### src/rtl/alu_ctrl_decoder.sv
// Registered instruction-to-control decoder for the 24-bit datapath.
// Decodes are held in a 2-entry skid queue; illegal instructions are counted (saturating).
module alu_ctrl_decoder #(
    parameter int INSTR_W = 24,
    parameter int CNT_W   = 8
) (
    input  logic               clk,
    input  logic               rst,
    input  logic               in_valid,
    output logic               in_ready,
    input  logic [INSTR_W-1:0] instr,
    output logic               out_valid,
    input  logic               out_ready,
    output logic [2:0]         alu_sel,
    output logic               alu_src,
    output logic               reg_write,
    output logic               mem_read,
    output logic               mem_write,
    output logic               mem_to_reg,
    output logic               branch,
    output logic               illegal,
    output logic [CNT_W-1:0]   illegal_count
);

    typedef struct packed {
        logic [2:0] alu_sel;
        logic       alu_src;
        logic       reg_write;
        logic       mem_read;
        logic       mem_write;
        logic       mem_to_reg;
        logic       branch;
        logic       illegal;
    } dec_t;

    localparam logic [CNT_W-1:0] CNT_MAX = {CNT_W{1'b1}};
    localparam logic [CNT_W-1:0] CNT_ONE = {{(CNT_W-1){1'b0}}, 1'b1};

    function automatic dec_t decode(input logic [3:0] opcode, input logic [3:0] funct);
        dec_t d;
        d = '0;
        case (opcode)
            4'b0000: begin
                d.reg_write = 1'b1;
                case (funct)
                    4'b0000: d.alu_sel = 3'b000;
                    4'b0001: d.alu_sel = 3'b001;
                    4'b0010: d.alu_sel = 3'b010;
                    4'b0110: d.alu_sel = 3'b110;
                    4'b0101: d.alu_sel = 3'b101;
                    4'b0111: d.alu_sel = 3'b111;
                    default: begin
                        d = '0;
                        d.illegal = 1'b1;
                    end
                endcase
            end
            4'b0100: begin d.alu_sel = 3'b010; d.alu_src = 1'b1; d.reg_write = 1'b1; end
            4'b0101: begin d.alu_sel = 3'b000; d.alu_src = 1'b1; d.reg_write = 1'b1; end
            4'b0110: begin d.alu_sel = 3'b001; d.alu_src = 1'b1; d.reg_write = 1'b1; end
            4'b0111: begin d.alu_sel = 3'b101; d.alu_src = 1'b1; d.reg_write = 1'b1; end
            4'b1000: begin
                d.alu_sel    = 3'b010;
                d.alu_src    = 1'b1;
                d.mem_read   = 1'b1;
                d.mem_to_reg = 1'b1;
                d.reg_write  = 1'b1;
            end
            4'b1001: begin d.alu_sel = 3'b010; d.alu_src = 1'b1; d.mem_write = 1'b1; end
            4'b1010: begin d.alu_sel = 3'b110; d.branch = 1'b1; end
            default: d.illegal = 1'b1;
        endcase
        return d;
    endfunction

    logic [1:0] count_r;
    dec_t       head_r;
    dec_t       tail_r;
    logic [CNT_W-1:0] illegal_count_r;
    dec_t       dec_s;
    logic       push_s;
    logic       pop_s;

    assign dec_s     = decode(instr[INSTR_W-1 -: 4], instr[3:0]);
    assign in_ready  = (count_r < 2'd2);
    assign out_valid = (count_r != 2'd0);
    assign push_s    = in_valid & in_ready;
    assign pop_s     = out_valid & out_ready;

    // Skid queue: head is always the oldest decode and reads all-zero when empty.
    always_ff @(posedge clk) begin
        if (rst) begin
            count_r <= 2'd0;
            head_r  <= '0;
            tail_r  <= '0;
        end else begin
            case ({push_s, pop_s})
                2'b10: begin
                    if (count_r == 2'd0) begin
                        head_r <= dec_s;
                    end else begin
                        tail_r <= dec_s;
                    end
                    count_r <= count_r + 2'd1;
                end
                2'b01: begin
                    head_r  <= (count_r == 2'd2) ? tail_r : dec_t'('0);
                    tail_r  <= '0;
                    count_r <= count_r - 2'd1;
                end
                // Simultaneous push/pop only happens at occupancy 1: replace head.
                2'b11: head_r <= dec_s;
                default: begin
                    head_r <= head_r;
                end
            endcase
        end
    end

    // Saturating count of illegal instructions, bumped on the accepting edge.
    always_ff @(posedge clk) begin
        if (rst) begin
            illegal_count_r <= '0;
        end else if (push_s && dec_s.illegal && (illegal_count_r != CNT_MAX)) begin
            illegal_count_r <= illegal_count_r + CNT_ONE;
        end else begin
            illegal_count_r <= illegal_count_r;
        end
    end

    assign alu_sel       = head_r.alu_sel;
    assign alu_src       = head_r.alu_src;
    assign reg_write     = head_r.reg_write;
    assign mem_read      = head_r.mem_read;
    assign mem_write     = head_r.mem_write;
    assign mem_to_reg    = head_r.mem_to_reg;
    assign branch        = head_r.branch;
    assign illegal       = head_r.illegal;
    assign illegal_count = illegal_count_r;

endmodule

### config.mk
export PLATFORM = sky130hd
export DESIGN_NAME = alu_ctrl_decoder
export DESIGN_NICKNAME = d
export VERILOG_FILES = /design/src/rtl/alu_ctrl_decoder.sv
export SDC_FILE = /design/constraint.sdc
export NUM_CORES = 1
export LEC_CHECK = 0
export CAP_MARGIN = 10
export CORE_MARGIN = 1.5
export CORE_UTILIZATION = 46
export CTS_CLUSTER_SIZE = 40
export DETAILED_ROUTE_END_ITERATION = 6
export GPL_TIMING_DRIVEN = 0
export PLACE_DENSITY = 0.8
export SYNTH_ARGS = -nofsm -noshare
export SYNTH_HDL_FRONTEND = slang
export SYNTH_SLANG_ARGS = --single-unit
### constraint.sdc
create_clock -name clk -period 2.6 [get_ports clk]
set_input_delay 0.65 -clock clk [delete_from_list [all_inputs] [get_ports clk]]
set_output_delay 0.65 -clock clk [all_outputs]
set_load 0.03 [all_outputs]
* Word level (Yosys, flattened, before mapping)
Index checks and enable logic that the tools add are counted. Widths: inputs -> output; s select.
Word-level totals: bits in read-only memories 0, register bits after elaboration 30, bits in latches 0, input port bits 28, memory bits (writable) 0, memories kept 0
Operators by class: reductions and logical operators 15, $lt $le $gt $ge 1, multipliers 0, divide/modulo/power cells 0, add/subtract/negate cells 3, equal/unequal tests 19, shift-type cells 0, bitwise gates (word level) 2, mux-type cells 16
Operator list (count):
- $mux 10 | 3
- $pmux 10 s3 | 1
- $pmux 3 s5 | 2
- $eq 4x3->1 const B | 7
- $pmux 10 s2 | 1
- $pmux 1 s2 | 7
- $eq 4x4->1 const B | 3
- $reduce_or 6->1 | 2
- $add 8x1->8 const B | 1
- $logic_not 4->1 | 2
- $ne 8x8->1 const B | 1
- $reduce_or 7->1 | 1
- $eq 2x2->1 const B | 3
- $mux 6 | 1
- $reduce_or 5->1 | 1
- $eq 4x1->1 const B | 1
- $eq 4x2->1 const B | 1
- $ne 2x2->1 const B | 2
- $pmux 2 s2 | 1
- $reduce_and 2->1 | 2
- $reduce_bool 2->1 | 2
- $reduce_bool 3->1 | 1
- $reduce_or 3->1 | 1
- $add 2x1->2 const B | 1
- other kinds (6) | 8

* Longest topological paths before layout
Gate-level depths: netlist of run 1.
word-level depth 6, depth in mapped cells 10, mapped depth without buffers 10

* Worst setup path after synthesis of run 1
Ideal clock, no wire load.
kind flip-flop to flip-flop, start point register count_r[0], end point register head_r (netlist bit alu_sel[1]), data required time 2.521 ns, period minus slack after synthesis 2.125 ns, stages on the path, launching flop included 11, setup slack 0.475 ns, arrival time 2.046 ns, buffers on the path 0, cells stage by stage dfxtp_1 -> nor2_1 -> inv_1 -> nand2_1 -> inv_1 -> ha_1 -> nand2b_1 -> or4b_1 -> o311ai_1 -> a21oi_2 -> a211oi_2
On the way: cells in the longest elaborated chain, start to end 5, elaborated cells between the ends (all ways) 14, those cells by class order compare (1); eq/ne (5); mux (2); bitwise (2); reduce/logical (4)
RTL lines:
- from (decl) | RTL line 76 | logic [1:0] count_r;
- from (signal assigned) | RTL line 104 | count_r <= count_r + 2'd1;
- from (signal assigned) | RTL line 109 | count_r <= count_r - 2'd1;
- $reduce_bool 2->1 * | RTL line 86 | assign out_valid = (count_r != 2'd0);
- net out_valid | RTL line 12 | output logic out_valid,
- $and 1x1->1 * | RTL line 88 | assign pop_s = out_valid & out_ready;
- $eq 2x2->1 / $eq 2x1->1 (equally long branches) | RTL line 97 | case ({push_s, pop_s})
- $ne 2x2->1 (no line) / $reduce_bool 3->1 (equally long branches)
- $reduce_and 2->1 (no line)
- to (signal assigned) | RTL line 100 | head_r <= dec_s;
- to (signal assigned) | RTL line 107 | head_r <= (count_r == 2'd2) ? tail_r : dec_t'('0);
- to (signal assigned) | RTL line 112 | 2'b11: head_r <= dec_s;
- to (decl) | RTL line 77 | dec_t head_r;
The timed path passes the listed nets; every way through them passes the cells marked *. A chain may end at the register's enable or synchronous reset.

* Final worst setup path of run 1
start point register count_r[0], end point output out_valid
On the way: cells in the longest elaborated chain, start to end 1
RTL lines (RTL line):
- $reduce_bool 2->1 | 86
- to (decl) | 12
No other way between the ends.

==> results.py, run 1 <==
metrics = {
    "pwr": {
        "p_per_area_mw_per_mm2": 823.4,
        "p_leak_nw": 0.6826,
        "peakVddDrop_mv": 0.4285,
        "total_power_mw": 1.569,
    },
    "min_path": {
        "min_from": "tail_r[1]$_SDFFE_PP0P_",
        "hold_path_depth": 2,
        "hold_path_end": "tail_r[1]$_SDFFE_PP0P_",
        "hp-class": "register to register",
    },
    "floorplanning": {
        "chipWidth_um": 60.18,
        "die_y_um": 60.18,
        "rows": 20,
        "ios": 48,
        "start_util_pct": 48.86,
        "dieArea_sq_mm": 0.003622,
        "core_sq_mm": 0.003078,
    },
    "critical_path": {
        "worstReg2RegStart": "count_r[0]$_SDFFE_PP0P_",
        "r2r_end": "tail_r[8]$_SDFFE_PP0P_",
        "startpoint_type": "register",
        "path_class": "register to output pin",
        "worstPathArrival_ns": 1.72,
        "reg2reg_depth": 9,
        "worstSetupEndpointType": "output pin",
        "ff2ff_setup_slack_ns": 0.31,
        "worstPathRequired_ns": 1.95,
        "worstPathMaxFanout": 5,
    },
    "logic_synthesis": {
        "syn_nets": 208,
        "synth.avg_cell_area_sq_um": 8.497,
        "synth_seq_cells": 28,
        "ys.warnings.count": 0,
        "synth_cell_types": 47,
        "synthCells": 177,
        "yosysSeqAreaShare_pct": 37.27,
        "syn_area_sq_mm": 0.001504,
    },
    "detailed_routing": {
        "vias": 1442,
        "postRouteAntennaNets": 0,
        "drc": 0,
        "dr.pass1.iters": 4,
        "drtIter0Drc": 78,
        "vias_per_cell": 5.633,
        "wirelength_um": 3437,
        "wl_per_cell_um": 13.43,
    },
    "global_routing": {
        "antenna_found_initial": 0,
        "overflow": 0,
        "grt_pass1_wl_um": 6072,
        "grt_usage_pct": 21.90,
        "grt_max_degree": 16,
        "grt_pass1_vias": 1383,
    },
    "clock_network": {
        "path_clk_slew_ns": 0.15,
        "post-cts-setup-buffers": 0,
        "htreeDepth": 1,
        "clock_sinks": 28,
        "tritoncts": "yes",
        "holdBufCountCts": 0,
        "cts.repair.resized": 0,
        "clockBufferDepth": 2,
        "cts-root-buf": "clkbuf_4",
        "insertion_delay_ns": 0.33,
        "cts_inserted_buffers": 3,
    },
    "timing": {
        "rsz0062_at_grt": "false",
        "fin_worst_skew_ns": 0.001724,
        "min_period_over_period_pct": 91.24,
        "slew_viol_final": 0,
        "worstMarginPinSlew_ns": 0.6053,
        "slew_headroom_pct": 59.47,
        "fmaxAchievable_mhz": 421.5,
        "fin_crit_ns": 2.372,
        "finalSetupViolCount": 0,
        "tns_ns": 0,
        "hold_viol": 0,
    },
    "cells_and_area": {
        "fin_cells": 256,
        "drive_above_1_share_pct": 9.434,
        "insertedDiodeCount": 0,
        "nets": 244,
        "syn_to_final_growth_pct": 26.71,
        "post-route-util_pct": 61.91,
        "fillers": 288,
    },
    "placement": {
        "port_buffers": 31,
        "place_congestion": 0.8468,
        "hpwl_um": 2603,
        "placed_cells": 252,
    },
    "job": {
        "cap_violations": 0,
    },
    "outcome": {
        "outcome": "finished clean",
    },
}
-- placed cells by master (no fill, tap or decap), types with 6 or more instances in the layout --
cell type        instances
a21oi_1                 17
clkdlybuf4s50_1         31
inv_1                    8
o31ai_1                  6
dfxtp_1                 28
nor2_1                  21
nand2_1                 13
-- synthesized netlist by cell type (all sizes together) --
cell	instances	share of area, %
a21boi	1	0.50
or2	1	0.42
or4b	1	0.67
nor2b	5	2.2
nor2	21	5.2
a21oi	18	6.2
mux2	2	1.5
and3b	1	0.58
a211oi	6	3.3
dfxtp	28	37
and4	1	0.58
nand2b	3	1.2
a32oi	3	1.7
nand2	13	3.2
o31ai	6	3.0
nor3	1	0.33
nand3b	4	2.8
o2111ai	1	0.58
nor3b	3	1.8
or3	4	1.7
nand4	2	0.83
ha	3	2.5
o21bai	1	0.50
inv	8	2.0
clkbuf	5	1.2
a311oi	3	1.7
mux2i	3	2.0
or4	5	2.5
buf	5	2.6
o311ai	1	0.58
nor4	3	1.7
o21ai	5	1.7
xnor2	1	0.58
and2	1	0.58
o41ai	1	0.58
nand3	4	1.3
a21o	2	1.5
xor2	1	0.58
-- metrics by stage --
step	setup WS (ns)	instance area, sq um	hold slack [ns]
after floorplan	0.4748	1504	0.4323
after global placement	-0.06828	1869	0.4389
after detailed placement	-0.08429	1869	0.4484
after CTS	0.2262	1906	0.4683
after global routing	0.04417	1906	0.5056
final	0.2278	1906	0.4683
-- registers in the layout, indices dropped and copies added, names as in the netlist --
register / count
branch: 1
count_r: 2
mem_write: 1
illegal: 1
alu_sel: 3
illegal_count: 8
alu_src: 1
mem_read: 1
reg_write: 1
tail_r: 9
-- metal layers --
metal | routed length, um | vias to the layer above | global-route usage, %
met5 | 0 | - | 0
met4 | 77 | 0 | 8.571
met1 | 1580 | 667 | 30.34
met2 | 1606 | 53 | 34.94
li1 | - | 713 | -
met3 | 173 | 9 | 1.948
-- final cells by class --
type	instances	area [sq um]	share of cell area [%]
Buffer	10	57.56	3.020
Tap cell	44	55.05	2.889
Timing Repair Buffer	31	310.3	16.28
Inverter	8	30.03	1.576
Clock buffer	4	36.28	1.904
Sequential cell	28	560.5	29.42
Multi-Input combinational cell	131	855.8	44.91
-- report_power, final --
| part | internal (mW) | switching, mW |
|---|---|---|
| combinational | 0.316 | 0.469 |
| sequential | 0.515 | 0.0525 |
| clock | 0.0859 | 0.131 |
| total | 0.917 | 0.652 |
-- worst max-delay path, cell delays in order (launching register included) --
cell and delay [ns]:
dfxtp_1 0.44, nor2_1 0.10, inv_1 0.15, clkdlybuf4s50_1 0.70
-- worst max path at each step --
stage	start	slack, ns	depth (start not counted)	end
finish	count_r[0]$_SDFFE_PP0P_	0.23	3	out_valid
global route	count_r[0]$_SDFFE_PP0P_	0.04	9	tail_r[3]$_SDFFE_PP0P_
CTS	count_r[0]$_SDFFE_PP0P_	0.23	3	out_valid
detailed placement	instr[23]	-0.08	7	illegal_count[5]$_SDFFE_PP0P_
global placement	in_valid	-0.07	8	tail_r[9]$_SDFFE_PP0P_
floorplan	count_r[0]$_SDFFE_PP0P_	0.47	10	alu_sel[1]$_SDFFE_PP0P_
-- kinds of logic (layout without fill, tap and decap cells) --
| logic type | count (synthesis) | in the layout | share of synthesized area, % |
|---|---|---|---|
| and+or+nand+nor | 73 | 73 | 27.79 |
| AOI/OAI and AO/OA | 48 | 48 | 21.96 |
| DFF | 28 | 28 | 37.27 |
| buffers and inverters | 18 | 53 | 5.823 |
| muxes | 5 | 5 | 3.494 |
| adders and majority gates | 3 | 3 | 2.496 |
| xor gates and xnor gates | 2 | 2 | 1.165 |
Power figures use the tool's default switching activity.
==> inputs of run 2 (changes only) <==
CORE_MARGIN = 2   (was 1.5)
==> run 2 against run 1 <==
Combinational power up 2%. Via count up 3.3%. Wire length up 6.8%. Clock power up 35%. Register-to-register slack worse by 0.14 ns. Setup slack worse by 0.071 ns. Sequential share of layout area down 0.25 points. Critical path type is now input pin to register.
==> results.py, run 2 (same netlist as run 1, synthesis figures left out) <==
metrics = {
    "global_routing": {
        "grt_pass1_wl_um": 6016,
        "grt_pass1_vias": 1373,
        "grt_usage_pct": 21.50,
        "overflow": 0,
        "antenna_found_initial": 0,
        "grt_max_degree": 17,
    },
    "clock_network": {
        "htreeDepth": 1,
        "path_clk_slew_ns": 0.15,
        "clock_sinks": 28,
        "tritoncts": "yes",
        "insertion_delay_ns": 0.34,
        "cts-root-buf": "clkbuf_4",
        "cts_inserted_buffers": 3,
        "clockBufferDepth": 2,
        "holdBufCountCts": 0,
        "post-cts-setup-buffers": 0,
        "cts.repair.resized": 0,
    },
    "floorplanning": {
        "start_util_pct": 48.86,
        "core_sq_mm": 0.003078,
        "rows": 20,
        "dieArea_sq_mm": 0.003743,
        "chipWidth_um": 61.18,
        "ios": 48,
        "die_y_um": 61.18,
    },
    "placement": {
        "hpwl_um": 2649,
        "place_congestion": 0.8913,
        "port_buffers": 31,
        "preCtsSetupSlack_ns": -0.08944,
    },
    "timing": {
        "worstMarginPinSlew_ns": 0.6687,
        "min_period_over_period_pct": 93.97,
        "slew_headroom_pct": 55.23,
        "slew_viol_final": 0,
        "hold_viol": 0,
        "finalSetupViolCount": 0,
        "rsz0062_at_grt": "false",
        "fin_worst_skew_ns": 0.001864,
        "fin_crit_ns": 2.443,
        "tns_ns": 0,
        "fmaxAchievable_mhz": 409.3,
        "setup_ws_ns": 0.1567,
    },
    "detailed_routing": {
        "drc": 0,
        "wl_per_cell_um": 14.34,
        "dr.pass1.iters": 4,
        "wirelength_um": 3671,
        "vias_per_cell": 5.820,
        "vias": 1490,
        "drtIter0Drc": 82,
        "postRouteAntennaNets": 0,
    },
    "pwr": {
        "p_per_area_mw_per_mm2": 863.5,
        "total_power_mw": 1.659,
        "p_leak_nw": 0.6896,
        "peakVddDrop_mv": 0.4343,
    },
    "cells_and_area": {
        "drive_above_1_share_pct": 9.434,
        "max_flop_register": "tail_r",
        "post-route-util_pct": 62.44,
        "largest_reg_flops": 9,
        "insertedDiodeCount": 0,
        "syn_to_final_growth_pct": 27.79,
        "final_common_cell": "clkdlybuf4s50_1",
        "fillers": 287,
        "nets": 244,
        "mostFrequentLayoutCells": "clkdlybuf4s50_1 (31), dfxtp_1 (28), nor2_1 (21)",
    },
    "outcome": {
        "outcome": "finished clean",
    },
    "critical_path": {
        "reg2reg_depth": 9,
        "worstPathRequired_ns": 2.83,
        "cp_cell_sequence": "clkdlybuf4s50_1 > nand2_1 > inv_1 > ha_1 > o21ai_0 > clkbuf_1 > mux2i_1 > nor2_1",
        "ff2ff_setup_slack_ns": 0.17,
        "crit_buf_inv": 3,
        "startpoint_type": "input pin",
        "critPathSlowestCell": "clkbuf_1",
        "slowest_delay_ns": 0.50,
        "cp_num_cells": 8,
        "critPathTopFamily": "buffers and inverters",
        "worstReg2RegStart": "count_r[0]$_SDFFE_PP0P_",
        "worstSetupEndpointType": "register",
        "r2r_end": "tail_r[3]$_SDFFE_PP0P_",
        "worstPathMaxFanout": 10,
        "path_class": "input pin to register",
        "worstPathArrival_ns": 2.67,
        "crit_start": "in_valid",
    },
    "min_path": {
        "hold_path_depth": 2,
        "min_from": "tail_r[1]$_SDFFE_PP0P_",
        "hold_path_end": "tail_r[1]$_SDFFE_PP0P_",
        "hp-class": "register to register",
    },
    "job": {
        "cap_violations": 0,
    },
}
[run 2: cell count changes in the layout (fill, tap and decap cells not counted)]
cell,previous run,this run
bufinv_16,0,1
clkbuf_8,1,0
[run 2: how the worst max path moves through the flow]
stage                                         end  slack, ns
floorplan                 alu_sel[1]$_SDFFE_PP0P_       0.47
global placement           tail_r[9]$_SDFFE_PP0P_      -0.07
detailed placement  illegal_count[5]$_SDFFE_PP0P_      -0.09
CTS                        tail_r[3]$_SDFFE_PP0P_       0.19
global route               tail_r[8]$_SDFFE_PP0P_       0.03
finish                     tail_r[3]$_SDFFE_PP0P_       0.16
[run 2: per-stage QoR]
step / hold WS [ns] / instance area, sq um / std cells
global route: 0.4929 / 1922 / 256
global placement: 0.4388 / 1869 / 252
detailed placement: 0.4477 / 1869 / 252
finish: 0.4679 / 1922 / 256
floorplan: 0.4323 / 1504 / 177
CTS: 0.4670 / 1922 / 256
[run 2: power by group]
part / total [mW] / internal [mW] / switching [mW]
Sequential: 0.569 / 0.515 / 0.0541
Combinational: 0.799 / 0.316 / 0.482
Clock: 0.292 / 0.156 / 0.136
Total: 1.66 / 0.987 / 0.672
[run 2: worst register-to-register path, delay by kind of cell, from the launching register on]
family	cells	cell delay (ns)
adder cells (fa/ha/maj)	1	0.25
multiplexers	1	0.25
AND/OR/NAND/NOR	3	0.36
AO/OA/AOI/OAI	1	0.38
buffers and inverters	3	0.70
flip-flops	1	0.39
[run 2: cell type report]
class                   count  area [sq um]  area share (%)
clock inverters             1         30.03           1.563
inverters                   8         30.03           1.563
well taps                  44         55.05           2.865
flip-flops and latches     28         560.5           29.17
repair buffers             31         310.3           16.15
multi-input cells         131         855.8           44.53
plain buffers              10         57.56           2.995
clock buffers               3         22.52           1.172
[run 2: per-layer routing]
metal / track usage (%) / vias up / part of all wire [%]
li1: - / 719 / -
met1: 27.98 / 692 / 42
met5: 0 / - / 0
met4: 10.87 / 0 / 1.9
met2: 34.50 / 72 / 48
met3: 3.361 / 7 / 7.5
==> RTL edit (config.mk and constraints of run 2) <==
Make the reset (`rst`) asynchronous in 2 clocked blocks.
--- a/src/rtl/alu_ctrl_decoder.sv
+++ b/src/rtl/alu_ctrl_decoder.sv
@@ -88,7 +88,7 @@
     assign pop_s     = out_valid & out_ready;
 
     // Skid queue: head is always the oldest decode and reads all-zero when empty.
-    always_ff @(posedge clk) begin
+    always_ff @(posedge clk or posedge rst) begin
         if (rst) begin
             count_r <= 2'd0;
             head_r  <= '0;
@@ -118,7 +118,7 @@
     end
 
     // Saturating count of illegal instructions, bumped on the accepting edge.
-    always_ff @(posedge clk) begin
+    always_ff @(posedge clk or posedge rst) begin
         if (rst) begin
             illegal_count_r <= '0;
         end else if (push_s && dec_s.illegal && (illegal_count_r != CNT_MAX)) begin
Function: differs if rst is asserted again (counterexample within 4 cycles, from zero or initial values and one cycle with rst high); with rst held inactive, the same outputs for 10 cycles.
==> RTL edit against run 2 <==
- count of clock-buffer cells in the layout unchanged
- sequential share of layout area is 8.4 points higher
- hold slack improved by 31 ps
- final area is 3.1% lower
- sequential cell count unchanged
- wire length down 20%
- power is 4.8% higher
- via count down 19%
- area after synthesis down 1.6%
- setup slack improved by 96 ps
- largest power group unchanged
==> RTL edit: results (changes against run 2) <==
- Worst path max stage delay: 600 ps (was 500 ps)
- Met2 Use GR: 0.3257 (was 0.3450)
- Sequential cell area fraction in the yosys report: 0.4734 (was 0.3727)
- R2R depth: 8 (was 9)
- # fillers: 280 (was 287)
- Pwr dens: 933.9 nW/um2 (was 863.5 nW/um2)
- Slowest CP cell: clkdlybuf4s50_1 (was clkbuf_1)
- Vias: 1208 (was 1490)
- Layout cells sized above 1: 0.1167 (was 0.09434)
- Dpl cell area: 1836 um2 (was 1869 um2)
- Commonest cells post-synth: 28 x dfrtp_1, 20 x nand2_1, 11 x o21ai_0, 10 x a21oi_1 (was 28 x dfxtp_1, 21 x nor2_1, 17 x a21oi_1, 13 x nand2_1, 8 x inv_1)
- Leak: 0.7985 nW (was 0.6896 nW)
- Met1 GRT Util: 0.2192 (was 0.2798)
- Status: complete, no violations (unchanged)
- CP arrival: 1700 ps (was 2670 ps)
- Worst-Skew Late Latency: 320 ps (was 340 ps)
- Clk root buf: clkbuf_4 (unchanged)
- Final wirelength: 2943 um (was 3671 um)
- Input/output buffers: 30 (was 31)
- Most used DFF post-synth: dfrtp_1 (was dfxtp_1)
- First-pass GRT wire length: 5050 um (was 6016 um)
- GR Util met3: 0.02772 (was 0.03361)
- Synth top area cells: dfrtp_1 47%, xnor2_1 5.3%, nand2_1 5.1% (was dfxtp_1 37%, a21oi_1 5.7%, nor2_1 5.2%)
- Peak VDD IR: 487.6 uV (was 434.3 uV)
- Layout Cells excl Fill: 224 (was 256)
- Setup WS pre-CTS: -185.8 ps (was -89.44 ps)
- Yosys cell types: 38 (was 47)
- # nets final: 213 (was 244)
- Critical Path Fanout Max: 4 (was 10)
- Asr flop ratio synth: 1.000 (was 0)
- Switch share: 0.4165 (was 0.4052)
- GPL Wtd Cong: 0.8628 (was 0.8913)
- Worst Tran Pin Value: 1040 ps (was 668.7 ps)
- Worst clock skew: 7.963 ps (was 1.864 ps)
RTL edit: cell types whose count changed after synthesis, sizes merged, moves of 6 or more:
| cell | run 2 | this run |
|---|---|---|
| a21oi | 18 | 12 |
| dfrtp | 0 | 28 |
| xnor2 | 1 | 9 |
| nor2 | 21 | 5 |
| o21ai | 5 | 11 |
| dfxtp | 28 | 0 |
| nand2 | 13 | 20 |
RTL edit: final cells by class:
type / instances / area [um2] / share of cell area
well taps: 44 / 55.05 / 0.02955
plain buffers: 6 / 43.79 / 0.02351
repair buffers: 30 / 300.3 / 0.1612
clock buffers: 3 / 22.52 / 0.01209
multi-input cells: 104 / 706.9 / 0.3794
inverters: 9 / 33.78 / 0.01813
flip-flops and latches: 28 / 700.7 / 0.3761
RTL edit: kinds of logic after synthesis:
family,count (synthesis),share of synthesized area
DFF,28,0.4734
and+or+nand+nor,50,0.1936
buffers and inverters,15,0.05241
AOI/OAI and AO/OA,34,0.1403
muxes,7,0.05578
adders and majority gates,3,0.02536
xor gates and xnor gates,10,0.05918
RTL edit: timing repair:
action | 4_1_cts | 5_1_grt
setup buffers | 0 | 0
endpoints found under the hold margin | 0 | 0
gates resized for setup | 0 | 1
endpoints found under the setup margin | 0 | 4
hold buffers | 0 | 0
RTL edit: path summary, 6_finish.rpt:
path	slack, ps	to	start
worst max-delay path	250	out_valid	count_r[0]
worst min-delay path	500	alu_sel[0]	alu_sel[0]
worst max register to register	310	tail_r[3]	count_r[0]
worst min register to register	500	alu_sel[0]	alu_sel[0]
max in group asynchronous	1100	alu_src	rst
min in group asynchronous	870	illegal_count[2]	rst
RTL edit: layer usage:
layer | up-vias | wire length (um)
li1 | 587 | -
met1 | 587 | 1242
met2 | 30 | 1556
met3 | 4 | 113
met4 | 0 | 30
met5 | - | 0
